[src/rtl/fetch_pkg.sv]
`default_nettype none
// ============================================================================
// fetch_pkg : shared types and constants for the rv32i instruction-fetch stage
// Revision  : 1.0
// ============================================================================
package fetch_pkg;

  typedef enum logic [1:0] {
    BOOT   = 2'd0,
    RUN    = 2'd1,
    REFILL = 2'd2
  } fetch_state_t;

  // addi x0, x0, 0
  localparam logic [31:0] NOP_INSTR = 32'h00000013;

  function automatic logic [15:0] sat_inc16(input logic [15:0] value);
    return (value == 16'hFFFF) ? value : value + 16'd1;
  endfunction

  function automatic logic is_misaligned(input logic [31:0] target);
    return |target[1:0];
  endfunction

endpackage
`default_nettype wire

[src/rtl/if_id_reg.sv]
`default_nettype none
// ============================================================================
// if_id_reg : IF/ID pipeline register with load, hold and flush controls
// Revision  : 1.0
// ============================================================================
module if_id_reg
  import fetch_pkg::*;
#(
  parameter int PC_W = 9
) (
  input  logic            clk,
  input  logic            reset,
  input  logic            load,
  input  logic            flush,
  input  logic [PC_W-1:0] d_pc,
  input  logic [31:0]     d_instr,
  input  logic            d_valid,
  output logic [PC_W-1:0] q_pc,
  output logic [31:0]     q_instr,
  output logic            q_valid
);

  typedef struct packed {
    logic [PC_W-1:0] pc;
    logic [31:0]     instr;
    logic            valid;
  } if_id_t;

  if_id_t bundle_q;

  // A flush turns the slot into a bubble but keeps the last PC for debug visibility.
  always_ff @(posedge clk) begin
    if (reset) begin
      bundle_q <= '{pc: '0, instr: NOP_INSTR, valid: 1'b0};
    end else if (flush) begin
      bundle_q.instr <= NOP_INSTR;
      bundle_q.valid <= 1'b0;
    end else if (load) begin
      bundle_q <= '{pc: d_pc, instr: d_instr, valid: d_valid};
    end
  end

  assign q_pc    = bundle_q.pc;
  assign q_instr = bundle_q.instr;
  assign q_valid = bundle_q.valid;

endmodule
`default_nettype wire

[src/rtl/fetch_stage.sv]
`default_nettype none
// ============================================================================
// fetch_stage : PC, branch redirect, imem addressing and IF/ID for rv32i
// Revision    : 1.0
// ============================================================================
module fetch_stage
  import fetch_pkg::*;
#(
  parameter int              PC_W     = 9,
  parameter logic [PC_W-1:0] RESET_PC = '0
) (
  input  logic            clk,
  input  logic            reset,
  input  logic            stall,
  input  logic            PcSel,
  input  logic [31:0]     BrPC,
  output logic [PC_W-1:0] imem_addr,
  input  logic [31:0]     imem_rdata,
  output logic [PC_W-1:0] if_pc,
  output logic [31:0]     if_instr,
  output logic            if_valid,
  output logic            misalign_err,
  output logic [15:0]     redirect_cnt
);

  fetch_state_t    state;
  logic [PC_W-1:0] pc_q;
  logic [PC_W-1:0] req_pc_q;
  logic [PC_W-1:0] target_pc;
  logic            if_load;
  logic            fetch_valid;
  logic [31:0]     fetch_instr;

  // Upper target bits fall outside the instruction address space.
  generate
    if (PC_W < 32) begin : g_unused_target_hi
      logic unused_target_hi;
      assign unused_target_hi = ^BrPC[31:PC_W];
    end
  endgenerate

  assign target_pc = {BrPC[PC_W-1:2], 2'b00};

  // During a stall memory re-reads the in-flight word so it is still there on release.
  assign imem_addr = stall ? req_pc_q : pc_q;

  assign fetch_valid = (state == RUN);
  assign fetch_instr = fetch_valid ? imem_rdata : NOP_INSTR;
  assign if_load     = !stall && !PcSel;

  always_ff @(posedge clk) begin
    if (reset) begin
      pc_q         <= RESET_PC;
      req_pc_q     <= RESET_PC;
      state        <= BOOT;
      misalign_err <= 1'b0;
      redirect_cnt <= 16'd0;
    end else if (PcSel) begin
      pc_q         <= target_pc;
      req_pc_q     <= pc_q;
      state        <= REFILL;
      redirect_cnt <= sat_inc16(redirect_cnt);
      if (is_misaligned(BrPC)) begin
        misalign_err <= 1'b1;
      end
    end else if (!stall) begin
      pc_q     <= pc_q + PC_W'(4);
      req_pc_q <= pc_q;
      state    <= RUN;
    end
  end

  if_id_reg #(
    .PC_W (PC_W)
  ) u_if_id_reg (
    .clk     (clk),
    .reset   (reset),
    .load    (if_load),
    .flush   (PcSel),
    .d_pc    (req_pc_q),
    .d_instr (fetch_instr),
    .d_valid (fetch_valid),
    .q_pc    (if_pc),
    .q_instr (if_instr),
    .q_valid (if_valid)
  );

endmodule
`default_nettype wire

[config.mk]
export PLATFORM = sky130hd
export DESIGN_NAME = fetch_stage
export DESIGN_NICKNAME = d
export VERILOG_FILES = /design/src/rtl/fetch_pkg.sv /design/src/rtl/if_id_reg.sv /design/src/rtl/fetch_stage.sv
export SDC_FILE = /design/constraint.sdc
export NUM_CORES = 1
export LEC_CHECK = 0
export ABC_AREA = 1
export CAP_MARGIN = 0
export CORE_AREA = 2 2 91 93
export CTS_CLUSTER_SIZE = 28
export DETAILED_ROUTE_END_ITERATION = 16
export DIE_AREA = 0 0 93 95
export MAX_ROUTING_LAYER = met4
export PLACE_DENSITY_LB_ADDON = 0.08
export SYNTH_ARGS = -nofsm -noshare
export SYNTH_HDL_FRONTEND = slang
export SYNTH_SLANG_ARGS = --single-unit
[constraint.sdc]
create_clock -name clk -period 1.8 [get_ports clk]
set_clock_uncertainty 0.2 [all_clocks]
set_input_delay 0.36 -clock clk [delete_from_list [all_inputs] [get_ports clk]]
set_output_delay 0.36 -clock clk [all_outputs]
set_load 0.01 [all_outputs]
==> metrics.md <==
| Metric | Value |
|---|---|
| Critical path depth | `1` |
| Clk pwr share | `38.6%` |
| Startpoint types | `register` |
| Post-synth top cells | `139 x nand2_1, 77 x dfxtp_1, 62 x nor2_1` |
| NetSw | `839 uW` |
| CTS Buf Count | `9` |
| Count leader, synth | `nand2_1` |
| Die Area | `8840 um^2` |
| Sequential power share | `49.7%` |
| Top cells by area, synth | `dfxtp_1 46%, nand2_1 16%, nor2_1 7.0%` |
| Total number of vias | `3425` |
| Synth Area in Adders | `0.753%` |
| Final min period | `between 1.5 and 2 ns` |
| Synthesized cell area | `3320 um^2` |
| CTS Hold Buffers Added | `0` |
| Share of layout cells above drive strength 1 | `approximately 15%` |
| Final Cell Area | `4990 um^2` |
| RSZ-0062 raised after global routing | `no` |
| Syn. warnings | `0` |
| Fmax | `572 MHz` |
| Post-route ant nets | `0` |
| R2R Path Start | `redirect_cnt[0]` |
| Slew at the pin with the worst max-slew slack | `0.464 ns` |
| Routability Congestion | `0.882` |
| Post-Route WL | `9010 um` |
| Yosys top cell by area | `dfxtp_1` |
| R2R cell count | `9` |
| DRC errors left | `0` |
| CTS tree | `built` |
| Post-Synth XOR/XNOR Area | `2.11%` |
| CP Capture Type | `output pin` |
| Fin. Hold Viols | `0` |
| Clock sinks | `77` |
| Largest family of logic cells by synthesized area | `simple AND/OR/NAND/NOR gates` |
| N_diodes | `0` |
| CP Class | `reg -> out` |
| Row count | `33` |
| H-tree Lvls | `3` |
| Post-synth EDFFs | `0` |
| CTS Buffer Depth | `2` |
| Compound-gate portion of the synthesized area | `between 10% and 20%` |
| CP cell instances | `clkdlybuf4s50_1` |
| I/O Buffers | `about 110` |
| Crit path capture | `if_instr[25]` |
| Seq/Total Area, Yosys | `46.4%` |
| Register clock-pin slew on the reported worst setup and hold paths | `0.07 ns` |
| Sw Ratio | `23.5%` |
| Post-synthesis cell count | `467` |
| Fill cells | `764` |
| Reg-to-Reg End | `redirect_cnt[15]` |
| Grt ovf | `0` |
| Syn Nets | `537` |
| Synth Area in Simple Gates | `28.0%` |
| Total power | `3.57 mW` |
| Die width | `93 um` |
| Mux contribution to synthesized area | `0%` |
| First-pass iteration count of the detailed router | `4` |
| Core area | `roughly 7900 um^2` |
| Initial core utilization | `41.9%` |
| Crit path largest cell delay | `0.53 ns` |
| Status | `finished, final reports clean` |
| Worst Path Buf+Inv | `1` |
| Clock root buffer | `clkbuf_8` |
| Worst skew pair latency | `approximately 0.34 ns` |
| Routed wire per std cell | `12.7 um` |
| 1st-iter DRT viols | `70` |
| Post-DR vias/cell | `4.82` |
| Peak supply drop | `approximately 0.00038 V` |
| Io pins | `~140` |
| Top_reg_cell synth | `dfxtp_1` |
| Crit share post-route | `97.2%` |
| Max-cap violations | `0` |
| Critical path's top delay family | `buffers and inverters` |
| Crit path max fanout | `2` |
| Flop2flop setup slack | `0.18 ns` |
| PD cells | `715 nW/um^2` |
| Crit path from | `u_if_id_reg.q_instr[25]` |
| Async SR Flop Fraction | `0%` |
| Slew Viols, Final | `0` |
| Hold Crit Class | `reg -> reg` |
| Syn Area/Cell | `between 7 and 8 um^2` |
| Register area | `1560 um^2` |
| Synth Register Bits | `77` |
| Synth unique cells | `27` |
| Vias in the first global route | `3166` |
| Final setup violation count | `0` |
| Hpwl dp | `6310 um` |
| Die span in y | `95 um` |
| Total GRT Usage | `21.4%` |
| First-pass GRT wire length | `14600 um` |
| Post-synth top area share | `46.4%` |
| Logic gate share of total power | `a little under an eighth` |
| Slowest cell on the critical path | `clkdlybuf4s50_1` |
| Leakage power | `between 2 and 3 nW` |
| Max_slew headroom | `slightly below 70%` |
| Initial antenna violation count | `0` |
| Final Net Count | `673` |
| Worst EP required | `1.24 ns` |
| Area of the multi-input gates | `1550 um^2` |
| Crit path DAT | `~1.2 ns` |
| Pint | `2.73 mW` |
| Largest net degree at the start of global routing | `34` |
| Layout area overhead | `50.0%` |
| Area after DPL | `between 4000 and 5000 um^2` |
==> cells in the final DEF, fill, tap and decap left out, drive strengths merged, types with 12 or more instances in the layout <==
| cell type | count |
|---|---|
| dlymetal6s2s | 26 |
| nor2 | 64 |
| clkdlybuf4s50 | 44 |
| buf | 39 |
| dfxtp | 77 |
| inv | 36 |
| a21oi | 56 |
| nand2 | 146 |
| nand3 | 12 |
| o21ai | 30 |
| dlygate4sd2 | 34 |
==> final cells by class <==
class / count / share of cell area (%)
inverter: 36 / 2.76
clock buffer: 9 / 2.48
multi-input combinational: 333 / 31.0
sequential: 77 / 31.2
tap: 105 / 2.63
clock inverter: 5 / 1.56
timing repair buffer: 146 / 28.4
==> timing repair <==
| action | 4_1_cts | 5_1_grt |
|---|---|---|
| endpoints found under the hold margin | 0 | 0 |
| gates cloned | 1 | 0 |
| endpoints found under the setup margin | 66 | 41 |
| resized for setup | 74 | 31 |
| setup buffers | 1 | 0 |
==> flip-flops by register name, summed over array words and instances, names as in the netlist <==
register	cells
req_pc_q	9
misalign_err	1
u_if_id_reg.q_pc	9
u_if_id_reg.q_valid	1
pc_q	7
state	2
redirect_cnt	16
u_if_id_reg.q_instr	32
==> cells by family after synthesis <==
kind of cell,Yosys count
compound gates,92
simple gates,231
xor+xnor,8
flops,77
buf+inv,57
fa+ha+maj,2
==> through the flow <==
step	setup WS, ns	hold slack, ns	TNS [ns]	std cells	utilization, %
after floorplan	0.0625	0.232	0	467	-
after global placement	-0.458	0.239	-18.69	695	59.7
after detailed placement	-0.481	0.250	-19.97	695	59.7
after CTS	0.00000167	0.258	0	711	62.0
after global routing	0.000471	0.270	0	711	62.9
final	0.0510	0.251	0	711	62.9
==> power by group through the flow <==
stage | Sequential [mW] | Clock [mW] | Combinational, mW
4_1_cts | 1.77 | 1.42 | 0.421
6_report | 1.77 | 1.38 | 0.417
2_1_floorplan | 1.82 | 0 | 0.163
5_1_grt | 1.78 | 1.48 | 0.462
3_3_place_gp | 1.81 | 0 | 0.422
3_5_place_dp | 1.81 | 0 | 0.426
==> how the worst min path moves through the flow <==
stage	endpoint	slack (ns)	depth (start not counted)	start
4_1_cts	misalign_err	0.26	2	misalign_err
3_5_place_dp	misalign_err	0.25	2	misalign_err
6_report	misalign_err	0.25	2	misalign_err
3_3_place_gp	misalign_err	0.24	2	misalign_err
2_1_floorplan	state[0]	0.23	2	state[0]
5_1_grt	misalign_err	0.27	2	misalign_err
==> layer usage <==
metal  vias to the layer above  share of wire, %  GRT usage (%)
met5                         -                 0              -
met4                         0               1.3           7.11
met3                         8               7.8           7.10
met2                       107                47           33.0
met1                      1557                44           26.6
li1                       1753                 -              -
No activity file was read; power rests on OpenSTA's default activity.
